$ cat src/rtl/corr_stream_pkg.sv
// corr_pkg: shared constants and helpers for the corr_stream correlator.
// The *_DEF values and the derived SW/NGRP/LEVELS/L describe the default build;
// parametrised modules derive their own copies through the helper functions.
package corr_pkg;

  function automatic int clog2(input int v);
    int r;
    r = 0;
    while ((1 << r) < v) r++;
    return r;
  endfunction

  // Width needed to hold a match count of 0..width.
  function automatic int score_w(input int width);
    return clog2(width + 1);
  endfunction

  localparam int WIDTH_DEF = 16;
  localparam int GROUP_DEF = 4;
  localparam int IDX_W_DEF = 8;

  localparam int SW     = clog2(WIDTH_DEF + 1);
  localparam int NGRP   = WIDTH_DEF / GROUP_DEF;
  localparam int LEVELS = clog2(NGRP);
  localparam int L      = 1 + LEVELS;

  localparam int              HCNT_W   = 16;
  localparam logic [HCNT_W-1:0] HCNT_MAX = '1;

endpackage

$ cat src/rtl/corr_stream_if.sv
// corr_stream_if: sample input, score output and peak-tracker signals of the
// correlator. hit_cnt exists only when CORR_HIT_CNT_EN is defined.
interface corr_stream_if #(
  parameter int WIDTH = corr_pkg::WIDTH_DEF,
  parameter int IDX_W = corr_pkg::IDX_W_DEF
);
  import corr_pkg::*;

  localparam int SCORE_W = score_w(WIDTH);

  logic               in_valid;
  logic [WIDTH-1:0]   a;
  logic [WIDTH-1:0]   b;
  logic [SCORE_W-1:0] thresh;
  logic               peak_clr;
  logic               out_valid;
  logic [SCORE_W-1:0] score;
  logic [IDX_W-1:0]   idx;
  logic               hit;
  logic [SCORE_W-1:0] peak_score;
  logic [IDX_W-1:0]   peak_idx;
`ifdef CORR_HIT_CNT_EN
  logic [HCNT_W-1:0]  hit_cnt;

  modport master (
    output in_valid, a, b, thresh, peak_clr,
    input  out_valid, score, idx, hit, peak_score, peak_idx, hit_cnt
  );
  modport slave (
    input  in_valid, a, b, thresh, peak_clr,
    output out_valid, score, idx, hit, peak_score, peak_idx, hit_cnt
  );
`else
  modport master (
    output in_valid, a, b, thresh, peak_clr,
    input  out_valid, score, idx, hit, peak_score, peak_idx
  );
  modport slave (
    input  in_valid, a, b, thresh, peak_clr,
    output out_valid, score, idx, hit, peak_score, peak_idx
  );
`endif
endinterface

$ cat src/rtl/corr_stream_grp_pop.sv
// corr_grp_pop: match popcount of one GROUP-bit slice with its valid/tag copy.
// REG_OUT=0 makes the slice combinational; used only when the whole operand is a
// single group so that the score register remains the one pipeline stage.
module corr_grp_pop #(
  parameter int GROUP   = corr_pkg::GROUP_DEF,
  parameter int IDX_W   = corr_pkg::IDX_W_DEF,
  parameter bit REG_OUT = 1'b1
) (
  input  logic                                   clk,
  input  logic                                   rst_n,
  input  logic                                   in_valid,
  input  logic [IDX_W-1:0]                       tag_in,
  input  logic [GROUP-1:0]                       a,
  input  logic [GROUP-1:0]                       b,
  output logic [corr_pkg::clog2(GROUP+1)-1:0]    cnt,
  output logic                                   vld,
  output logic [IDX_W-1:0]                       tag
);
  import corr_pkg::*;

  localparam int CW = clog2(GROUP + 1);

  logic [CW-1:0] match;

  // count equal bit positions in the slice
  always_comb begin
    match = '0;
    for (int i = 0; i < GROUP; i++) match = match + CW'(a[i] ~^ b[i]);
  end

  if (REG_OUT) begin : g_reg
    // first pipeline stage: count, valid and tag advance together
    always_ff @(posedge clk or negedge rst_n) begin
      if (!rst_n) begin
        cnt <= '0;
        vld <= 1'b0;
        tag <= '0;
      end else begin
        cnt <= match;
        vld <= in_valid;
        tag <= tag_in;
      end
    end
  end else begin : g_comb
    assign cnt = match;
    assign vld = in_valid;
    assign tag = tag_in;
  end

endmodule

$ cat src/rtl/corr_stream.sv
// corr_stream: streaming bit-match correlator. Per-group registered popcounts
// feed a registered adder tree whose last level writes score/idx/hit directly,
// giving a latency of 1 + log2(WIDTH/GROUP) cycles. Also tracks the peak score.
// Optional build macro CORR_HIT_CNT_EN adds a saturating 16-bit hit counter.
module corr_stream #(
  parameter int WIDTH = corr_pkg::WIDTH_DEF,
  parameter int GROUP = corr_pkg::GROUP_DEF,
  parameter int IDX_W = corr_pkg::IDX_W_DEF
) (
  input logic          clk,
  input logic          rst_n,
  corr_stream_if.slave bus
);
  import corr_pkg::*;

  localparam int SCORE_W = score_w(WIDTH);
  localparam int N_GRP   = WIDTH / GROUP;
  localparam int N_LVL   = clog2(N_GRP);
  localparam int GW      = clog2(GROUP + 1);
  localparam int FW      = GW + N_LVL;

  logic [IDX_W-1:0] idx_cnt;

  // sample counter: current value tags the accepted sample, wraps silently
  always_ff @(posedge clk or negedge rst_n) begin
    if (!rst_n)            idx_cnt <= '0;
    else if (bus.in_valid) idx_cnt <= idx_cnt + IDX_W'(1);
  end

  logic [GW-1:0]    g_cnt [N_GRP];
  logic [N_GRP-1:0] g_vld;
  logic [IDX_W-1:0] g_tag [N_GRP];
  logic             l0_vld;
  logic [IDX_W-1:0] l0_tag;

  for (genvar gi = 0; gi < N_GRP; gi++) begin : g_grp
    corr_grp_pop #(
      .GROUP  (GROUP),
      .IDX_W  (IDX_W),
      .REG_OUT(N_LVL > 0)
    ) u_pop (
      .clk     (clk),
      .rst_n   (rst_n),
      .in_valid(bus.in_valid),
      .tag_in  (idx_cnt),
      .a       (bus.a[gi*GROUP +: GROUP]),
      .b       (bus.b[gi*GROUP +: GROUP]),
      .cnt     (g_cnt[gi]),
      .vld     (g_vld[gi]),
      .tag     (g_tag[gi])
    );
  end

  // every group holds an identical valid/tag copy; merging keeps all of them live
  always_comb begin
    l0_vld = &g_vld;
    l0_tag = '0;
    for (int i = 0; i < N_GRP; i++) l0_tag = l0_tag | g_tag[i];
  end

  // adder tree: level lv has NGRP>>lv nodes of GW+lv bits; the last level is
  // left combinational because the score register below is its stage
  for (genvar lv = 1; lv <= N_LVL; lv++) begin : g_lvl
    localparam int N = N_GRP >> lv;
    localparam int W = GW + lv;

    logic [W-2:0]     prv [2*N];
    logic             prv_vld;
    logic [IDX_W-1:0] prv_tag;
    logic [W-1:0]     nxt [N];
    logic [W-1:0]     sum [N];
    logic             vld;
    logic [IDX_W-1:0] tag;

    if (lv == 1) begin : g_src
      assign prv     = g_cnt;
      assign prv_vld = l0_vld;
      assign prv_tag = l0_tag;
    end else begin : g_src
      assign prv     = g_lvl[lv-1].sum;
      assign prv_vld = g_lvl[lv-1].vld;
      assign prv_tag = g_lvl[lv-1].tag;
    end

    // pairwise add with one bit of growth, never truncated
    always_comb begin
      for (int i = 0; i < N; i++) nxt[i] = {1'b0, prv[2*i]} + {1'b0, prv[2*i+1]};
    end

    if (lv < N_LVL) begin : g_reg
      // intermediate tree stage with its valid/tag
      always_ff @(posedge clk or negedge rst_n) begin
        if (!rst_n) begin
          for (int i = 0; i < N; i++) sum[i] <= '0;
          vld <= 1'b0;
          tag <= '0;
        end else begin
          sum <= nxt;
          vld <= prv_vld;
          tag <= prv_tag;
        end
      end
    end else begin : g_comb
      assign sum = nxt;
      assign vld = prv_vld;
      assign tag = prv_tag;
    end
  end

  logic [FW-1:0]      fin_sum;
  logic               fin_vld;
  logic [IDX_W-1:0]   fin_tag;
  logic [SCORE_W-1:0] fin_score;
  logic               hit_now;

  if (N_LVL == 0) begin : g_fin
    assign fin_sum = g_cnt[0];
    assign fin_vld = l0_vld;
    assign fin_tag = l0_tag;
  end else begin : g_fin
    assign fin_sum = g_lvl[N_LVL].sum[0];
    assign fin_vld = g_lvl[N_LVL].vld;
    assign fin_tag = g_lvl[N_LVL].tag;
  end

  // FW always equals SCORE_W for legal WIDTH/GROUP, so this is a pure extension
  assign fin_score = SCORE_W'(fin_sum);
  assign hit_now   = fin_vld && (fin_score >= bus.thresh);

  logic               out_valid_q;
  logic               hit_q;
  logic [SCORE_W-1:0] score_q;
  logic [IDX_W-1:0]   idx_q;
  logic [SCORE_W-1:0] peak_score_q;
  logic [IDX_W-1:0]   peak_idx_q;

  // output stage: score/idx hold across gaps, hit only on valid cycles
  always_ff @(posedge clk or negedge rst_n) begin
    if (!rst_n) begin
      out_valid_q <= 1'b0;
      hit_q       <= 1'b0;
      score_q     <= '0;
      idx_q       <= '0;
    end else begin
      out_valid_q <= fin_vld;
      hit_q       <= hit_now;
      if (fin_vld) begin
        score_q <= fin_score;
        idx_q   <= fin_tag;
      end
    end
  end

  // peak tracker: clear wins and reloads from the in-flight result; strict
  // compare keeps the earlier sample on ties
  always_ff @(posedge clk or negedge rst_n) begin
    if (!rst_n) begin
      peak_score_q <= '0;
      peak_idx_q   <= '0;
    end else if (bus.peak_clr) begin
      peak_score_q <= fin_vld ? fin_score : '0;
      peak_idx_q   <= fin_vld ? fin_tag : '0;
    end else if (fin_vld && (fin_score > peak_score_q)) begin
      peak_score_q <= fin_score;
      peak_idx_q   <= fin_tag;
    end
  end

  assign bus.out_valid  = out_valid_q;
  assign bus.hit        = hit_q;
  assign bus.score      = score_q;
  assign bus.idx        = idx_q;
  assign bus.peak_score = peak_score_q;
  assign bus.peak_idx   = peak_idx_q;

`ifdef CORR_HIT_CNT_EN
  logic [HCNT_W-1:0] hit_cnt_q;

  // saturating hit counter, cleared with the peak tracker
  always_ff @(posedge clk or negedge rst_n) begin
    if (!rst_n)
      hit_cnt_q <= '0;
    else if (bus.peak_clr)
      hit_cnt_q <= hit_now ? HCNT_W'(1) : '0;
    else if (hit_now && (hit_cnt_q != HCNT_MAX))
      hit_cnt_q <= hit_cnt_q + HCNT_W'(1);
  end

  assign bus.hit_cnt = hit_cnt_q;
`endif

endmodule

$ cat src/flat_wrapper.sv
// flat-port wrapper written by rule: the top's interface ports become plain ports
module corr_stream_flat import corr_pkg::*;
#(
  parameter int WIDTH = corr_pkg::WIDTH_DEF,
  parameter int GROUP = corr_pkg::GROUP_DEF,
  parameter int IDX_W = corr_pkg::IDX_W_DEF
)
  (clk, rst_n, bus_in_valid, bus_a, bus_b, bus_thresh, bus_peak_clr, bus_out_valid, bus_score, bus_idx, bus_hit, bus_peak_score, bus_peak_idx);
  corr_stream_if #(.WIDTH(WIDTH), .IDX_W(IDX_W)) bus_i ();
  input logic clk;
  input logic rst_n;
  input wire logic [$bits(bus_i.in_valid)-1:0] bus_in_valid;
  input wire logic [$bits(bus_i.a)-1:0] bus_a;
  input wire logic [$bits(bus_i.b)-1:0] bus_b;
  input wire logic [$bits(bus_i.thresh)-1:0] bus_thresh;
  input wire logic [$bits(bus_i.peak_clr)-1:0] bus_peak_clr;
  output wire logic [$bits(bus_i.out_valid)-1:0] bus_out_valid;
  output wire logic [$bits(bus_i.score)-1:0] bus_score;
  output wire logic [$bits(bus_i.idx)-1:0] bus_idx;
  output wire logic [$bits(bus_i.hit)-1:0] bus_hit;
  output wire logic [$bits(bus_i.peak_score)-1:0] bus_peak_score;
  output wire logic [$bits(bus_i.peak_idx)-1:0] bus_peak_idx;
  assign bus_i.in_valid = bus_in_valid;
  assign bus_i.a = bus_a;
  assign bus_i.b = bus_b;
  assign bus_i.thresh = bus_thresh;
  assign bus_i.peak_clr = bus_peak_clr;
  assign bus_out_valid = bus_i.out_valid;
  assign bus_score = bus_i.score;
  assign bus_idx = bus_i.idx;
  assign bus_hit = bus_i.hit;
  assign bus_peak_score = bus_i.peak_score;
  assign bus_peak_idx = bus_i.peak_idx;
  corr_stream #(.WIDTH(WIDTH), .GROUP(GROUP), .IDX_W(IDX_W)) u_core (.clk(clk), .rst_n(rst_n), .bus(bus_i));
endmodule
$ cat config.mk
export PLATFORM = sky130hd
export DESIGN_NAME = corr_stream_flat
export DESIGN_NICKNAME = d
export VERILOG_FILES = /design/src/rtl/corr_stream_pkg.sv /design/src/rtl/corr_stream_if.sv /design/src/rtl/corr_stream_grp_pop.sv /design/src/rtl/corr_stream.sv /design/src/flat_wrapper.sv
export SDC_FILE = /design/constraint.sdc
export NUM_CORES = 1
export LEC_CHECK = 0
export ABC_AREA = 1
export BUFFER_PORTS_ARGS = -buffer_cell sky130_fd_sc_hd__buf_2
export CORE_MARGIN = 8
export CORE_UTILIZATION = 30
export DETAILED_ROUTE_END_ITERATION = 8
export PLACE_DENSITY = 0.47
export SYNTH_ARGS = -nofsm -noshare
export SYNTH_HDL_FRONTEND = slang
export SYNTH_SLANG_ARGS = --single-unit
$ cat constraint.sdc
create_clock -name clk -period 2.8 [get_ports clk]
set_input_delay 0.56 -clock clk [delete_from_list [all_inputs] [get_ports clk]]
set_output_delay 0.56 -clock clk [all_outputs]
set_load 0.005 [all_outputs]
==> results of run 1 <==
-- critical path, delay by kind of cell, from the launching register on --
kind | cells | cell delay, ps
flops | 1 | 370
fa+ha+maj | 3 | 940
buf+inv | 1 | 80
compound gates | 2 | 320
simple gates | 7 | 710
-- state kept, by name, indices dropped and copies added, names as in the netlist, 5 cells and up --
signal / flops
u_core.bus.peak_score: 5
u_core.g_lvl.sum: 8
u_core.idx_cnt: 8
u_core.bus.score: 5
u_core.g_grp.u_pop.cnt: 12
u_core.bus.peak_idx: 8
u_core.fin_tag: 8
u_core.bus.idx: 8
u_core.g_grp.u_pop.tag: 8
-- metrics by stage --
step,instance area [um^2],power [mW],util (%)
global route,4046,4.914,37.33
floorplan,3326,3.058,-
CTS,4028,4.468,37.15
detailed placement,3831,3.624,35.34
global placement,3831,3.581,35.34
finish,4046,4.440,37.33
-- synthesized netlist by cell type --
master / number / area, um^2
a21o_1: 1 / 7.510
a21oi_1: 7 / 35.03
buf_1: 1 / 3.750
buf_2: 1 / 5.000
buf_6: 2 / 22.52
clkbuf_1: 1 / 3.750
clkinv_1: 1 / 3.750
dfrtp_1: 74 / 1852
fa_1: 7 / 140.1
ha_1: 29 / 362.9
inv_1: 40 / 150.1
nand2_1: 80 / 300.3
nand2_2: 2 / 12.51
nand3_1: 17 / 85.08
nand3_2: 2 / 20.02
nand3b_1: 1 / 7.510
nand4_1: 2 / 12.51
nor2_1: 4 / 15.01
nor2_2: 1 / 6.260
nor3_1: 2 / 10.01
nor3_2: 1 / 10.01
nor3b_2: 1 / 12.51
o21ai_0: 4 / 20.02
xnor2_1: 20 / 175.2
xor2_1: 6 / 52.55
-- kinds of logic (layout without fill, tap and decap cells) --
group	count (synthesis)	after routing	share of synthesized area, %
buffers and inverters	46	128	5.680
xor gates and xnor gates	26	26	6.847
and+or+nand+nor	113	113	14.79
AOI/OAI and AO/OA	12	12	1.881
DFF	74	74	55.68
adders and majority gates	36	36	15.12
-- cell type report --
cell class                      count  area [um^2]
Fill cell                        1101         6794
Sequential cell                    74         1852
Multi-Input combinational cell    187         1304
Timing Repair Buffer               71        365.4
Tap cell                          140        175.2
Inverter                           41        153.9
Clock buffer                       12        145.1
Clock inverter                      4        51.30
-- routing by layer --
layer / global-route usage (%) / share of wire (%)
met3: 2.559 / 5.1
met4: 4.395 / 1.8
met5: 0 / 0
met1: 11.42 / 48
met2: 14.70 / 45
-- how the worst max path moves through the flow --
stage                                           startpoint                                   end  cells after the start
after detailed placement  u_core.g_lvl[1].sum[0]$_DFF_PN0_    u_core.bus.peak_idx[3]$_DFFE_PN0P_                     13
after global routing      u_core.g_lvl[1].sum[0]$_DFF_PN0_  u_core.bus.peak_score[0]$_DFFE_PN0P_                     14
after CTS                 u_core.g_lvl[1].sum[0]$_DFF_PN0_    u_core.bus.peak_idx[3]$_DFFE_PN0P_                     13
final                     u_core.g_lvl[1].sum[0]$_DFF_PN0_    u_core.bus.peak_idx[0]$_DFFE_PN0P_                     13
after floorplan           u_core.g_lvl[1].sum[0]$_DFF_PN0_  u_core.bus.peak_score[3]$_DFFE_PN0P_                     14
after global placement    u_core.g_lvl[1].sum[0]$_DFF_PN0_  u_core.bus.peak_score[3]$_DFFE_PN0P_                     13
-- report_power, final --
group,total [mW],internal (mW),switching (mW)
logic,1.97,0.804,1.16
clock network,0.814,0.437,0.377
registers,1.66,1.46,0.200
total,4.44,2.70,1.74
==> impl_metrics.tcl, run 1 <==
set metrics [dict create \
    gp_congestion 0.7362 \
    grt_max_degree 75 \
    drt_wl_total_um 6371 \
    crit_chain "ha_1, fa_2, a21o_1, a21oi_2, inv_1, ha_1, nand2_1, nor2_2, nand2_1, nand3_2, nand3_4, nand3_1, nand2_1" \
    die_area_mm2 0.01471 \
    min_period_ps 2520 \
    ff2ff_setup_slack_ps 280 \
    yosysSeqAreaShare_pct 55.68 \
    syn_nets 384 \
    clk-insertion-delay-late_ps 330 \
    viasPerCell 4.089 \
    pre_cts_slack_ps 73.26 \
    crit_path_frequent_cell "nand2_1" \
    grt-ovfl-total 0 \
    synth.avg_cell_area_um2 10.83 \
    synthCells 307 \
    die_h_um 121.3 \
    holdCritPathClass "input port to asynchronous set/reset pin" \
    final_cells 529 \
    dp.cells 513 \
    r2r_end "u_core.bus.peak_idx[0]$_DFFE_PN0P_" \
    numCtsBuffers 9 \
    fmax_ghz 0.3969 \
    port_buffers 68 \
    ys_types 25 \
    syn_to_final_growth_pct 21.67 \
    critPathLaunchType "flip-flop" \
    core_area_mm2 0.01084 \
    ios 69 \
    clock-sinks 74 \
    slew_headroom_pct 38.99 \
    grt_antenna_before_repair 0 \
    worst_slew_pin_slew_ps 915.1 \
    timing_worst_setup_path_type "flip-flop to flip-flop" \
    start_util_pct 30.68 \
    dp_hpwl_um 4774 \
    vias 2163 \
    grt_pass1_vias 2347 \
    finalWorstSetupSlack_ps 280.4 \
    cts_max_level 3 \
    setup-violations-final 0 \
    track_usage_pct 9.265 \
    ys_ff_latch 74 \
    synthesis.area_mm2 0.003326 \
    crit_path_end_kind "flip-flop" \
    cts_tree "yes" \
    maxCapViolations 0 \
    cts_buffer_depth 2 \
    cts_resized 0 \
    ant_nets 0 \
    final_nets 461 \
    mostFrequentLayoutCell "nand2_1" \
    post-cts-setup-buffers 0 \
    fin_worst_skew_ps 7.123 \
    yosysWarnings 0 \
    final.period_utilization_pct 89.98 \
    dr.pass1.iters 4 \
    p_leak_nw 2.255 \
    row_count 38 \
    max_stage_delay_ps 410 \
    wire_per_inst_um 12.04 \
    crit_arrival_ps 2750 \
    dieWidth_um 121.3 \
    vdd_ir_drop_max_mv 0.4158 \
    reg2reg_depth 13 \
    worstPathRequired_ps 3030 \
    slowest_stage "fa_2" \
    layout_common_cells "nand2_1 (80), dfrtp_1 (74), buf_2 (67)" \
    path_max_fanout 13 \
    status "completed" \
    grt_pass1_wl_um 10940 \
    layout-drive-gt1-share_pct 24.16 \
    slew_viol_final 0 \
    drcViolationCount 0 \
    clock-root-buffer "clkbuf_8" \
    powerDensity_mw_per_mm2 1097 \
    hold_viol 0 \
    rsz0062_at_grt "false" \
    diodes 0 \
    r2r_start "u_core.g_lvl[1].sum[0]$_DFF_PN0_" \
    drt-initial-drc-count 90 \
    holdWs_ps 345.9 \
    holdBufCountCts 0 \
    fin_tns_setup_ps 0 \
    clk_pin_slew_ps 80 \
]
(Power assumes the default switching activity.)
==> inputs of run 2 (changes only) <==
--- a/config.mk
+++ b/config.mk
@@ -6,7 +6,7 @@
 export NUM_CORES = 1
 export LEC_CHECK = 0
 export ABC_AREA = 1
-export BUFFER_PORTS_ARGS = -buffer_cell sky130_fd_sc_hd__buf_2
+export BUFFER_PORTS_ARGS = -buffer_cell sky130_fd_sc_hd__buf_4
 export CORE_MARGIN = 8
 export CORE_UTILIZATION = 30
 export DETAILED_ROUTE_END_ITERATION = 8
==> run 2 against run 1 <==
Net effect: total power up 2.4%; first-iteration DRC count up 16%; critical path type unchanged; clock-buffer cell count down 3.
==> impl_metrics.tcl, run 2 (synthesis gave the netlist of run 1 again) <==
set metrics [dict create \
    cts_tree "yes" \
    die_h_um 121.3 \
    crit_arrival_ps 2810 \
    ios 69 \
    crit_path_end_kind "flip-flop" \
    clock-root-buffer "clkbuf_8" \
    holdWs_ps 331.2 \
    setup-violations-final 0 \
    slew_headroom_pct 39.91 \
    worstPathRequired_ps 3030 \
    syn_to_final_growth_pct 26.94 \
    clk-insertion-delay-late_ps 340 \
    clk_pin_slew_ps 90 \
    clock-sinks 74 \
    largest_reg_flops 12 \
    dp.cells 513 \
    viasPerCell 4.117 \
    grt-ovfl-total 0 \
    diodes 0 \
    rsz0062_at_grt "false" \
    row_count 38 \
    pre_cts_slack_ps 52.73 \
    wire_per_inst_um 12.05 \
    dr.pass1.iters 4 \
    regMostFlops "u_core.g_grp.u_pop.cnt" \
    cts_buffer_depth 2 \
    maxCapViolations 0 \
    vias 2178 \
    fin_tns_setup_ps 0 \
    powerDensity_mw_per_mm2 1077 \
    vdd_ir_drop_max_mv 0.4030 \
    final_nets 461 \
    p_leak_nw 2.302 \
    gp_congestion 0.7420 \
    hold_viol 0 \
    start_util_pct 30.68 \
    port_buffers 68 \
    grt_antenna_before_repair 0 \
    fmax_ghz 0.3871 \
    final_cells 529 \
    ant_nets 0 \
    holdBufCountCts 0 \
    grt_max_degree 75 \
    holdCritPathClass "input port to asynchronous set/reset pin" \
    final.period_utilization_pct 92.27 \
    path_max_fanout 13 \
    utilization_pct 38.94 \
    layout_common_cells "nand2_1 (80), dfrtp_1 (74), buf_4 (71)" \
    cts_resized 0 \
    finalWorstSetupSlack_ps 216.4 \
    slew_viol_final 0 \
    worst_slew_pin_slew_ps 901.4 \
    critPathLaunchType "flip-flop" \
    timing_worst_setup_path_type "flip-flop to flip-flop" \
    status "completed" \
    drt-initial-drc-count 104 \
    core_area_mm2 0.01084 \
    dp_hpwl_um 4862 \
    grt_pass1_wl_um 11070 \
    mostFrequentLayoutCell "nand2_1" \
    dieWidth_um 121.3 \
    placed_cell_area_mm2 0.003999 \
    layout-drive-gt1-share_pct 24.42 \
    stdcell_area_mm2 0.004222 \
    fin_total_pwr_mw 4.546 \
    post-cts-setup-buffers 0 \
    min_period_ps 2584 \
    grt_pass1_vias 2428 \
    track_usage_pct 9.432 \
    die_area_mm2 0.01471 \
    drcViolationCount 0 \
    cts_max_level 3 \
    fin_worst_skew_ps 11.28 \
    numCtsBuffers 9 \
    drt_wl_total_um 6375 \
]
-- run 2: cell count changes in the layout (fill, tap and decap cells not counted), moves of 2 or more --
cell / delta
inv_6: +3
buf_4: +67
clkbuf_1: -2
buf_2: -67
-- run 2: path summary, 6_finish.rpt --
path                       slack [ps]                              startpoint  cells after the start                              endpoint
hold / removal                    330                                   rst_n                      1         u_core.idx_cnt[4]$_DFFE_PN0P_
min in group clk                  350  u_core.g_grp[0].u_pop.tag[1]$_DFF_PN0_                      0           u_core.fin_tag[1]$_DFF_PN0_
setup / recovery                  220        u_core.g_lvl[1].sum[0]$_DFF_PN0_                     14  u_core.bus.peak_score[2]$_DFFE_PN0P_
setup reg to reg                  220        u_core.g_lvl[1].sum[0]$_DFF_PN0_                     14  u_core.bus.peak_score[2]$_DFFE_PN0P_
max in group asynchronous        1880                                   rst_n                      1              u_core.bus.hit$_DFF_PN0_
hold reg to reg                   350  u_core.g_grp[0].u_pop.tag[1]$_DFF_PN0_                      0           u_core.fin_tag[1]$_DFF_PN0_
-- run 2: final cells by class --
type                    instances  area (um^2)
fillers                      1100         6619
inverters                      41        153.9
clock buffers                   9        123.9
multi-input cells             187         1301
repair buffers                 71        533.0
flip-flops and latches         74         1852
clock inverters                 7        82.58
well taps                     140        175.2
-- run 2: worst max-delay path, stage by stage (launching register included) --
cell and delay, ps:
dfrtp_1 370, ha_1 230, fa_1 460, a21o_1 200, a21oi_2 140, inv_1 80, ha_1 290, nand2_1 100
inv_1 50, nand2_1 70, nand3_2 120, nand2_2 100, nand2_4 110, nand2_1 100, nand2_1 60
-- run 2: where the power goes --
group | leakage, nW | total, mW | internal, mW | switching [mW]
Clock | 0.0988 | 0.861 | 0.427 | 0.434
Combinational | 1.27 | 2.03 | 0.877 | 1.15
Sequential | 0.934 | 1.66 | 1.46 | 0.202
Total | 2.30 | 4.55 | 2.76 | 1.78
-- run 2: layer usage --
metal,GRT usage (%),vias up,part of all wire (%)
li1,-,1110,-
met1,11.51,1007,48
met2,14.43,52,44
met3,3.304,9,5.9
met4,4.857,0,1.8
met5,0,-,0
